## src/rtl/uart_receive.sv

```systemverilog
// -----------------------------------------------------------------------------
// uart_receive
// Receive half of the team UART. Deserialises 8N1 frames arriving on rxd
// (start bit 0, eight data bits LSB first, stop bit 1, idle high) using an
// oversampled baud tick. The received byte and its status are read at bus
// address 0.
//
// Optional feature (macro UART_RX_MAJORITY_EN):
//   defined     - data and stop bits are the 2-of-3 majority of rxd_s taken on
//                 the last three ticks of each bit period
//   not defined - single sample on the last tick of each bit period
//
// Ports:
//   clk         system clock, rising edge
//   rst         asynchronous active-high reset
//   brg_sample  one-clock pulse at OVERSAMPLE x baud rate
//   rxd         serial input, asynchronous to clk
//   iocs        chip select
//   iorw        1 = read, 0 = write
//   ioaddr      register address, 0 = data
//   rx_data     last received byte
//   rda         receive data available
//   frm_err     sticky framing error (stop bit sampled 0)
//   ovr_err     sticky overrun (byte completed while rda already set)
// -----------------------------------------------------------------------------
module uart_receive #(
    parameter int OVERSAMPLE = 16
) (
    input  logic       clk,
    input  logic       rst,
    input  logic       brg_sample,
    input  logic       rxd,
    input  logic       iocs,
    input  logic       iorw,
    input  logic [1:0] ioaddr,
    output logic [7:0] rx_data,
    output logic       rda,
    output logic       frm_err,
    output logic       ovr_err
);

    localparam int TW = $clog2(OVERSAMPLE);
    localparam logic [TW-1:0] TICK_ONE  = TW'(1);
    localparam logic [TW-1:0] TICK_MID  = TW'(OVERSAMPLE / 2 - 1);
    localparam logic [TW-1:0] TICK_LAST = TW'(OVERSAMPLE - 1);

    typedef enum logic [1:0] {
        IDLE  = 2'd0,
        START = 2'd1,
        DATA  = 2'd2,
        STOP  = 2'd3
    } state_t;

    state_t          state_r,    state_nxt_s;
    logic [TW-1:0]   tick_cnt_r, tick_cnt_nxt_s;
    logic [3:0]      bit_cnt_r,  bit_cnt_nxt_s;
    logic [7:0]      shift_r,    shift_nxt_s;
    logic [7:0]      rx_data_r,  rx_data_nxt_s;
    logic            rda_r,      rda_nxt_s;
    logic            frm_err_r,  frm_err_nxt_s;
    logic            ovr_err_r,  ovr_err_nxt_s;
    logic            rxd_meta_r;
    logic            rxd_s;
    logic            bit_val_s;
    logic            read_s;
    logic            done_s;

    assign read_s = iocs & iorw & (ioaddr == 2'd0);

`ifdef UART_RX_MAJORITY_EN
    localparam logic [TW-1:0] TICK_VOTE0 = TW'(OVERSAMPLE - 3);
    localparam logic [TW-1:0] TICK_VOTE1 = TW'(OVERSAMPLE - 2);

    // vote_r[1] holds the sample from OVERSAMPLE-3, vote_r[0] from OVERSAMPLE-2
    logic [1:0] vote_r;

    function automatic logic maj3(input logic a, input logic b, input logic c);
        return (a & b) | (a & c) | (b & c);
    endfunction

    // Capture the two early votes of each data/stop bit period
    always_ff @(posedge clk or posedge rst) begin
        if (rst) begin
            vote_r <= 2'b00;
        end else if (brg_sample && ((state_r == DATA) || (state_r == STOP))) begin
            if (tick_cnt_r == TICK_VOTE0) begin
                vote_r[1] <= rxd_s;
            end else if (tick_cnt_r == TICK_VOTE1) begin
                vote_r[0] <= rxd_s;
            end else begin
                vote_r <= vote_r;
            end
        end else begin
            vote_r <= vote_r;
        end
    end

    // The decision still lands on the last tick, so bit timing is unchanged
    assign bit_val_s = maj3(vote_r[1], vote_r[0], rxd_s);
`else
    assign bit_val_s = rxd_s;
`endif

    // Two-flop synchroniser plus all FSM, datapath and status registers
    always_ff @(posedge clk or posedge rst) begin
        if (rst) begin
            rxd_meta_r <= 1'b1;
            rxd_s      <= 1'b1;
            state_r    <= IDLE;
            tick_cnt_r <= '0;
            bit_cnt_r  <= 4'd0;
            shift_r    <= 8'h00;
            rx_data_r  <= 8'h00;
            rda_r      <= 1'b0;
            frm_err_r  <= 1'b0;
            ovr_err_r  <= 1'b0;
        end else begin
            rxd_meta_r <= rxd;
            rxd_s      <= rxd_meta_r;
            state_r    <= state_nxt_s;
            tick_cnt_r <= tick_cnt_nxt_s;
            bit_cnt_r  <= bit_cnt_nxt_s;
            shift_r    <= shift_nxt_s;
            rx_data_r  <= rx_data_nxt_s;
            rda_r      <= rda_nxt_s;
            frm_err_r  <= frm_err_nxt_s;
            ovr_err_r  <= ovr_err_nxt_s;
        end
    end

    // Next-state, datapath and status logic; everything holds between ticks
    always_comb begin
        state_nxt_s    = state_r;
        tick_cnt_nxt_s = tick_cnt_r;
        bit_cnt_nxt_s  = bit_cnt_r;
        shift_nxt_s    = shift_r;
        done_s         = 1'b0;
        rx_data_nxt_s  = rx_data_r;
        rda_nxt_s      = rda_r;
        frm_err_nxt_s  = frm_err_r;
        ovr_err_nxt_s  = ovr_err_r;

        if (brg_sample) begin
            case (state_r)
                IDLE: begin
                    if (!rxd_s) begin
                        state_nxt_s    = START;
                        tick_cnt_nxt_s = '0;
                    end else begin
                        state_nxt_s    = IDLE;
                    end
                end
                START: begin
                    if (tick_cnt_r == TICK_MID) begin
                        tick_cnt_nxt_s = '0;
                        if (!rxd_s) begin
                            state_nxt_s   = DATA;
                            bit_cnt_nxt_s = 4'd0;
                        end else begin
                            // line went back high before mid start: noise
                            state_nxt_s   = IDLE;
                        end
                    end else begin
                        tick_cnt_nxt_s = tick_cnt_r + TICK_ONE;
                    end
                end
                DATA: begin
                    if (tick_cnt_r == TICK_LAST) begin
                        // LSB arrives first, so shift in at the top
                        shift_nxt_s    = {bit_val_s, shift_r[7:1]};
                        tick_cnt_nxt_s = '0;
                        bit_cnt_nxt_s  = bit_cnt_r + 4'd1;
                        if (bit_cnt_r == 4'd7) begin
                            state_nxt_s = STOP;
                        end else begin
                            state_nxt_s = DATA;
                        end
                    end else begin
                        tick_cnt_nxt_s = tick_cnt_r + TICK_ONE;
                    end
                end
                STOP: begin
                    if (tick_cnt_r == TICK_LAST) begin
                        done_s         = 1'b1;
                        tick_cnt_nxt_s = '0;
                        state_nxt_s    = IDLE;
                    end else begin
                        tick_cnt_nxt_s = tick_cnt_r + TICK_ONE;
                    end
                end
                default: begin
                    state_nxt_s    = IDLE;
                    tick_cnt_nxt_s = '0;
                end
            endcase
        end else begin
            state_nxt_s = state_r;
        end

        // A completing frame beats a coincident read: the new byte stays
        // available and its flags describe only that frame.
        if (done_s) begin
            rx_data_nxt_s = shift_r;
            rda_nxt_s     = 1'b1;
            if (read_s) begin
                frm_err_nxt_s = ~bit_val_s;
                ovr_err_nxt_s = 1'b0;
            end else begin
                frm_err_nxt_s = frm_err_r | ~bit_val_s;
                ovr_err_nxt_s = ovr_err_r | rda_r;
            end
        end else if (read_s) begin
            rda_nxt_s     = 1'b0;
            frm_err_nxt_s = 1'b0;
            ovr_err_nxt_s = 1'b0;
        end else begin
            rda_nxt_s     = rda_r;
        end
    end

    assign rx_data = rx_data_r;
    assign rda     = rda_r;
    assign frm_err = frm_err_r;
    assign ovr_err = ovr_err_r;

endmodule

```

## config.mk

```make
export PLATFORM = sky130hd
export DESIGN_NAME = uart_receive
export DESIGN_NICKNAME = d
export VERILOG_FILES = /design/src/rtl/uart_receive.sv
export SDC_FILE = /design/constraint.sdc
export NUM_CORES = 1
export LEC_CHECK = 0
export ABC_AREA = 1
export CAP_MARGIN = 20
export CORE_MARGIN = 2
export CORE_UTILIZATION = 51
export CTS_BUF_LIST = sky130_fd_sc_hd__clkbuf_8
export DETAILED_ROUTE_END_ITERATION = 16
export GPL_ROUTABILITY_DRIVEN = 0
export GPL_TIMING_DRIVEN = 0
export HOLD_SLACK_MARGIN = 0.06
export PLACE_DENSITY = 0.77
export SLEW_MARGIN = 20
export SYNTH_ARGS = -nofsm -noshare
export SYNTH_HDL_FRONTEND = slang
export SYNTH_SLANG_ARGS = --single-unit
```

## constraint.sdc

```tcl
create_clock -name clk -period 1.28 [get_ports clk]
set_input_delay 0.256 -clock clk [delete_from_list [all_inputs] [get_ports clk]]
set_output_delay 0.256 -clock clk [all_outputs]
set_load 0.005 [all_outputs]
```

==> flow_summary.yaml, run 1 <==
clock_network:
  cts_buffer_depth: 2
  clock-root-buffer: "sky130_fd_sc_hd__clkbuf_8"
  cts_tree: "built"
  cts_inserted_buffers: 5
  holdBufCountCts: 0
  clock_insertion_delay_worst_skew_ns: 0.29
  clk_pin_slew_worst_paths_ns: 0.06
  cts.htree.levels: 2
  clock_sinks: 31
global_route:
  grt_start_max_net_pins: 32
  grt_overflow: 0
  number_of_antenna_violations_at_the_first_check_in_global_routing: 0
  grt_pass1_wl_mm: 5.91
  first_global_vias: 1330
  grt_use_total_pct: 23.9
yosys:
  ys_top_cells_by_area: "sky130_fd_sc_hd__dfrtp_1, sky130_fd_sc_hd__nand2_1, sky130_fd_sc_hd__o21ai_2"
  mean_instance_size_in_the_synthesized_netlist_sq_um: 9.32
  number_of_warnings_issued_by_yosys: 0
  synthesis.area_sq_mm: 0.00149
  synthesis.instances: 160
  synthFlopType: "sky130_fd_sc_hd__dfrtp_1"
  postSynthRegisterBits: 31
  synthesis.nets: 170
  synthTopCellsByCount: "sky130_fd_sc_hd__nand2_1, sky130_fd_sc_hd__dfrtp_1, sky130_fd_sc_hd__o21ai_2, sky130_fd_sc_hd__inv_1, sky130_fd_sc_hd__nor2_1"
  synthMostInstantiatedCell: "sky130_fd_sc_hd__nand2_1"
  synth_top_area_cell: "sky130_fd_sc_hd__dfrtp_1"
  fraction_of_the_yosys_area_taken_by_sequential_cells_pct: 52.2
  synth_top_area_share_pct: 48.7
  ys_async_sr_fraction_pct: 100
  synth_enable_flop_cells: 0
  synth.lib_cells_used.distinct: 23
placement:
  pre_cts_slack_ns: -0.383
  portBuffers: 18
  placed_cells_incl_taps: 209
  detailedPlacementHpwl_mm: 1.88
routing:
  routedWlPerCell_um: 16.5
  routed_wl_mm: 3.96
  drt-vias-per-instance: 5.41
  final_antenna_net_count: 0
  drc_errors: 0
  detail_route.iter0.violations: 50
  via_count: 1294
  drt_first_pass_iters: 5
run_status:
  outcome: "finished with violations"
  violations: "negative setup slack"
die:
  placementRows: 19
  core-area_sq_mm: 0.00276
  initial_core_util_pct: 54.1
  die_h_um: 58.1
  floorplan.die.width_um: 58.1
  ioPinCount: 19
  design.die.area_sq_mm: 0.00337
final_layout:
  syn2layout_area_growth_pct: 43.5
  diodes: 0
  finish.net_count: 218
  post_layout_nonfiller_instances: 239
  drive_above_1_share_pct: 40.4
setup_path:
  critical_path.endpoint_type: "register"
  worst-endpoint-arrival_ns: 1.57
  critPathLaunchType: "register"
  regToRegStartpoint: "tick_cnt_r[1]$_DFFE_PP0P_"
  reg2reg_to: "rx_data[7]$_DFFE_PP0P_"
  rrSetupSlack_ns: -0.11
  cp_data_required_time_ns: 1.46
  worst-path-max-fanout: 4
  worstSetupPathType: "register to register"
  rr_worst_depth: 7
timing:
  post-route-worst-setup-slack_ns: -0.114
  hold_viol: 0
  tightestPinTransition_ns: 0.643
  slew_viol_final: 0
  period_share_pct: 109
  timing.clock.skew_ns: 0.00984
  clock.fmax_ghz: 0.717
  layout_min_cycle_time_ns: 1.39
  finalSetupViolations: 27
  rsz0062_at_grt: "true"
  max-slew-margin-rel_pct: 57.1
hold_path:
  holdCritPathClass: "register to register"
  worstHoldPathCells: 0
  min_to: "bit_val_s$_DFF_PP1_"
  timing.hold.worst.start: "rxd_meta_r$_DFF_PP1_"
power:
  worst_ir_drop_vdd_mv: 1.12
  static-leakage-power_uw: 0.00102
  power_density_mw_per_mm2: 1220
job:
  drv.max_cap_violation_count: 0
## cells in the final DEF, fill, tap and decap left out, types with 3 or more instances in the layout
cell type / netlist / final
sky130_fd_sc_hd__nor2_1: 9 / 9
sky130_fd_sc_hd__nand2_2: 2 / 12
sky130_fd_sc_hd__nand2_4: 2 / 7
sky130_fd_sc_hd__o21ai_2: 18 / 18
sky130_fd_sc_hd__clkdlybuf4s50_1: 0 / 6
sky130_fd_sc_hd__o21ai_1: 1 / 5
sky130_fd_sc_hd__nand3_1: 8 / 8
sky130_fd_sc_hd__clkbuf_8: 0 / 6
sky130_fd_sc_hd__inv_1: 16 / 15
sky130_fd_sc_hd__buf_4: 0 / 14
sky130_fd_sc_hd__dfrtp_1: 29 / 27
sky130_fd_sc_hd__nand3_4: 2 / 3
sky130_fd_sc_hd__nand2_1: 49 / 34
sky130_fd_sc_hd__dlygate4sd2_1: 0 / 12
sky130_fd_sc_hd__buf_6: 2 / 6
## routing by layer
metal | share of wire [%] | vias to the layer above | GRT usage (%)
met5 | 0 | - | 0
met3 | 5.1 | 15 | 7.37
met2 | 56 | 44 | 42.9
met4 | 3.0 | 0 | 9.63
li1 | - | 608 | -
met1 | 36 | 627 | 26.2
## worst max-delay path, stage by stage, from the launching register on
cell	delay, ns
sky130_fd_sc_hd__dfrtp_1	0.39
sky130_fd_sc_hd__ha_4	0.18
sky130_fd_sc_hd__nand3_4	0.13
sky130_fd_sc_hd__nor2_4	0.15
sky130_fd_sc_hd__nand3_4	0.16
sky130_fd_sc_hd__buf_6	0.17
sky130_fd_sc_hd__nand2_2	0.05
sky130_fd_sc_hd__o21ai_1	0.05
## state kept, by name, summed over array words and instances (netlist names), named ones only
signal and flops:
rx_data 8, shift_r 8, bit_cnt_r 4, tick_cnt_r 4, bit_val_s 1, frm_err 1
ovr_err 1, rda 1, rxd_meta_r 1, state_r 1
## report_power, final
part           switching, uW  internal [uW]  total (uW)
registers                132           1060        1200
clock network            350            421         771
logic                    419            235         654
total                    901           1720        2620
## per-stage QoR
| step | area (sq um) | hold slack (ns) | util, % | power [uW] | setup TNS, ns |
|---|---|---|---|---|---|
| after CTS | 2080 | 0.362 | 75.5 | 2540 | -0.801 |
| after global placement | 1710 | 0.347 | 62.1 | 1620 | -16.19 |
| after floorplan | 1490 | 0.260 | - | 1530 | 0 |
| after detailed placement | 1710 | 0.354 | 62.1 | 1640 | -6.38 |
| final | 2140 | 0.359 | 77.6 | 2620 | -1.77 |
| after global routing | 2140 | 0.365 | 77.6 | 2750 | -2.92 |
## worst max-delay path by stage
stage,startpoint,to,slack (ns),cells after the start
3_3_place_gp,brg_sample,rx_data[6]$_DFFE_PP0P_,-0.38,6
5_1_grt,tick_cnt_r[1]$_DFFE_PP0P_,rx_data[7]$_DFFE_PP0P_,-0.16,7
2_1_floorplan,tick_cnt_r[0]$_DFFE_PP0P_,ovr_err$_DFFE_PP0P_,0.003,6
6_report,tick_cnt_r[1]$_DFFE_PP0P_,rx_data[7]$_DFFE_PP0P_,-0.11,7
4_1_cts,tick_cnt_r[0]$_DFFE_PP0P_,rx_data[7]$_DFFE_PP0P_,-0.08,7
3_5_place_dp,brg_sample,rx_data[5]$_DFFE_PP0P_,-0.38,6
## logic make-up (layout without fill, tap and decap cells)
family	after synthesis	in the layout	share of synthesized area [%]
compound gates	29	29	14.6
xor+xnor	3	3	1.76
simple gates	76	77	24.0
buf+inv	19	66	5.79
flops	31	31	52.2
fa+ha+maj	2	2	1.68
## final cells by class
type	instances	area [sq um]
inverter	17	63.8
clock buffer	6	82.6
sequential	31	781
buffer	2	30.0
tap	31	38.8
multi-input combinational	111	747
clock inverter	1	5.00
timing repair buffer	40	393
fill	159	617
## what timing repair did
item,CTS,global route
endpoints found under the hold margin,0,0
pin swaps,4,6
gates resized for setup,42,15
gates cloned,3,0
buffers inserted,19,1
endpoints found under the setup margin,40,27
Note: power is estimated with default switching activity, not from simulation.
==> run 2: changes to the inputs <==
--- a/config.mk
+++ b/config.mk
@@ -7,15 +7,18 @@
 export LEC_CHECK = 0
 export ABC_AREA = 1
 export CAP_MARGIN = 20
-export CORE_MARGIN = 2
-export CORE_UTILIZATION = 51
+export CELL_PAD_IN_SITES_DETAIL_PLACEMENT = 0
+export CELL_PAD_IN_SITES_GLOBAL_PLACEMENT = 1
+export CORE_MARGIN = 3
+export CORE_UTILIZATION = 39
 export CTS_BUF_LIST = sky130_fd_sc_hd__clkbuf_8
 export DETAILED_ROUTE_END_ITERATION = 16
 export GPL_ROUTABILITY_DRIVEN = 0
 export GPL_TIMING_DRIVEN = 0
 export HOLD_SLACK_MARGIN = 0.06
-export PLACE_DENSITY = 0.77
+export PLACE_DENSITY_LB_ADDON = 0.1
 export SLEW_MARGIN = 20
 export SYNTH_ARGS = -nofsm -noshare
 export SYNTH_HDL_FRONTEND = slang
 export SYNTH_SLANG_ARGS = --single-unit
+export TNS_END_PERCENT = 5
==> run 2 against run 1 <==
Net effect:
- the run still ends with negative setup slack left
- via count shrank 11%
- critical path depth unchanged
- global-route usage down 8.6 points
- wire length shrank 25%
- maximum frequency rose by 5.0%
==> flow_summary.yaml, run 2 (synthesis gave the netlist of run 1 again) <==
hold_path:
  holdCritPathClass: "register to register"
final_layout:
  diodes: 0
  multi_input_comb_area_sq_um: 668
  fillCellCount: 328
  syn2layout_area_growth_pct: 26.7
  layout.area.seq_sq_um: 781
  layout.cells.most_common: "sky130_fd_sc_hd__nand2_1"
  finish.net_count: 199
  mostFrequentLayoutCells: "sky130_fd_sc_hd__nand2_1, sky130_fd_sc_hd__dfrtp_1, sky130_fd_sc_hd__o21ai_2"
  drive_above_1_share_pct: 27.4
  final_design_area_no_fill_sq_mm: 0.00189
  post_layout_nonfiller_instances: 236
timing:
  finalSetupViolations: 19
  rsz0062_at_grt: "true"
  clock.fmax_ghz: 0.753
  hold_viol: 0
  timing.clock.skew_ns: 0.00508
  period_share_pct: 104
  layout_min_cycle_time_ns: 1.33
  post-route-worst-setup-slack_ns: -0.0477
  slew_viol_final: 0
  max-slew-margin-rel_pct: 56.8
  total_negative_setup_slack_ns: -0.344
  tightestPinTransition_ns: 0.647
die:
  floorplan.die.width_um: 67.8
  core-area_sq_mm: 0.00349
  placementRows: 21
  design.die.area_sq_mm: 0.00460
  die_h_um: 67.8
  ioPinCount: 19
  initial_core_util_pct: 42.7
power:
  power.share.clock_pct: 28.6
  combPwrFrac_pct: 21.9
  swShare_pct: 33.1
  power_density_mw_per_mm2: 1280
  portion_of_total_power_attributed_to_sequential_cells_pct: 49.5
  power_report.internal_total_uw: 1620
  static-leakage-power_uw: 0.000912
  netSwitchingPower_uw: 801
  worst_ir_drop_vdd_mv: 0.757
setup_path:
  slowest_stage: "sky130_fd_sc_hd__dfrtp_1"
  critical_path.endpoint_type: "register"
  worstSetupPathType: "register to register"
  critPathLaunchType: "register"
  cp_data_required_time_ns: 1.45
  critPathMaxStageDelay_ns: 0.40
  worst-path-max-fanout: 10
  critical_path.cell_chain: "ha_4 -> nand3_4 -> nor2_4 -> nand2_4 -> buf_12 -> nand2_2 -> o21ai_2"
  worst-endpoint-arrival_ns: 1.50
clock_network:
  cts_inserted_buffers: 5
  clock_insertion_delay_worst_skew_ns: 0.28
  cts.htree.levels: 2
  cts_buffer_depth: 2
  clock_sinks: 31
  clock-root-buffer: "sky130_fd_sc_hd__clkbuf_8"
  clk_pin_slew_worst_paths_ns: 0.06
  cts_tree: "built"
job:
  drv.max_cap_violation_count: 0
routing:
  via_count: 1148
  drt-vias-per-instance: 4.86
  routed_wl_mm: 2.95
  routedWlPerCell_um: 12.5
  drt_first_pass_iters: 4
  detail_route.iter0.violations: 43
  final_antenna_net_count: 0
  drc_errors: 0
global_route:
  grt_start_max_net_pins: 32
  grt_pass1_wl_mm: 5.16
  number_of_antenna_violations_at_the_first_check_in_global_routing: 0
  grt_use_total_pct: 15.3
  grt_overflow: 0
  first_global_vias: 1175
placement:
  pre_cts_slack_ns: -0.427
  portBuffers: 18
  placed_cells_incl_taps: 224
  placement.cell_area_sq_mm: 0.00173
  detailedPlacementHpwl_mm: 2.06
run_status:
  violations: "negative setup slack"
  outcome: "finished with violations"
run 2: cell count changes in the layout (fill, tap and decap cells not counted), moves of 3 or more:
cell and delta:
sky130_fd_sc_hd__inv_1 +3, sky130_fd_sc_hd__buf_4 -11, sky130_fd_sc_hd__nand2_2 -5, sky130_fd_sc_hd__nand2_1 +10, sky130_fd_sc_hd__buf_6 -5, sky130_fd_sc_hd__nand2_4 -5
run 2: path summary, 6_finish.rpt:
kind | startpoint | end | slack [ns] | depth (start not counted)
min | rxd_meta_r$_DFF_PP1_ | bit_val_s$_DFF_PP1_ | 0.36 | 0
max | tick_cnt_r[1]$_DFFE_PP0P_ | shift_r[7]$_DFFE_PP0P_ | -0.05 | 7
min reg2reg | rxd_meta_r$_DFF_PP1_ | bit_val_s$_DFF_PP1_ | 0.36 | 0
max in group asynchronous | rst | state_r[0]$_DFFE_PP0P_ | 0.43 | 2
max reg2reg | tick_cnt_r[1]$_DFFE_PP0P_ | shift_r[7]$_DFFE_PP0P_ | -0.05 | 7
min in group asynchronous | rst | rda$_DFFE_PP0P_ | 0.39 | 2
run 2: timing repair:
action | in CTS | in global routing
gates resized for setup | 20 | 9
pin swaps | 1 | 0
hold buffers | 0 | 0
endpoints found under the hold margin | 0 | 0
setup endpoints to repair | 40 | 27
buffers inserted | 4 | 0
run 2: per-stage QoR:
| step | hold WS, ns | total power [uW] | utilization [%] |
|---|---|---|---|
| floorplan | 0.260 | 1530 | - |
| global placement | 0.348 | 1640 | 49.6 |
| detailed placement | 0.352 | 1660 | 49.6 |
| CTS | 0.361 | 2430 | 53.4 |
| global route | 0.367 | 2590 | 54.1 |
| finish | 0.360 | 2420 | 54.1 |
run 2: area by class of cell:
class	count	area share [%]
buffer	2	1.66
clock buffer	5	3.64
clock inverter	3	0.596
inverter	17	3.38
multi-input combinational	110	35.4
sequential	31	41.3
tap	46	3.05
timing repair buffer	22	11.0
run 2: critical path: cells and delay by family (launching register included):
kind / cells / cell delay, ns
AND/OR/NAND/NOR: 4 / 0.42
flip-flops: 1 / 0.40
adder cells (fa/ha/maj): 1 / 0.18
buffers and inverters: 1 / 0.17
AO/OA/AOI/OAI: 1 / 0.04
run 2: per-layer routing:
layer | track usage (%) | vias up | part of all wire (%)
met4 | 6.70 | 0 | 1.1
met1 | 17.7 | 547 | 43
met3 | 5.09 | 4 | 5.8
met2 | 25.9 | 28 | 50
met5 | 0 | - | 0
li1 | - | 569 | -
run 2: power by group through the flow:
stage	Clock [uW]	Combinational, uW	Sequential (uW)
after global placement	0	436	1200
final	693	529	1200
after floorplan	0	351	1180
after global routing	780	602	1210
after detailed placement	0	455	1210
after CTS	722	509	1200
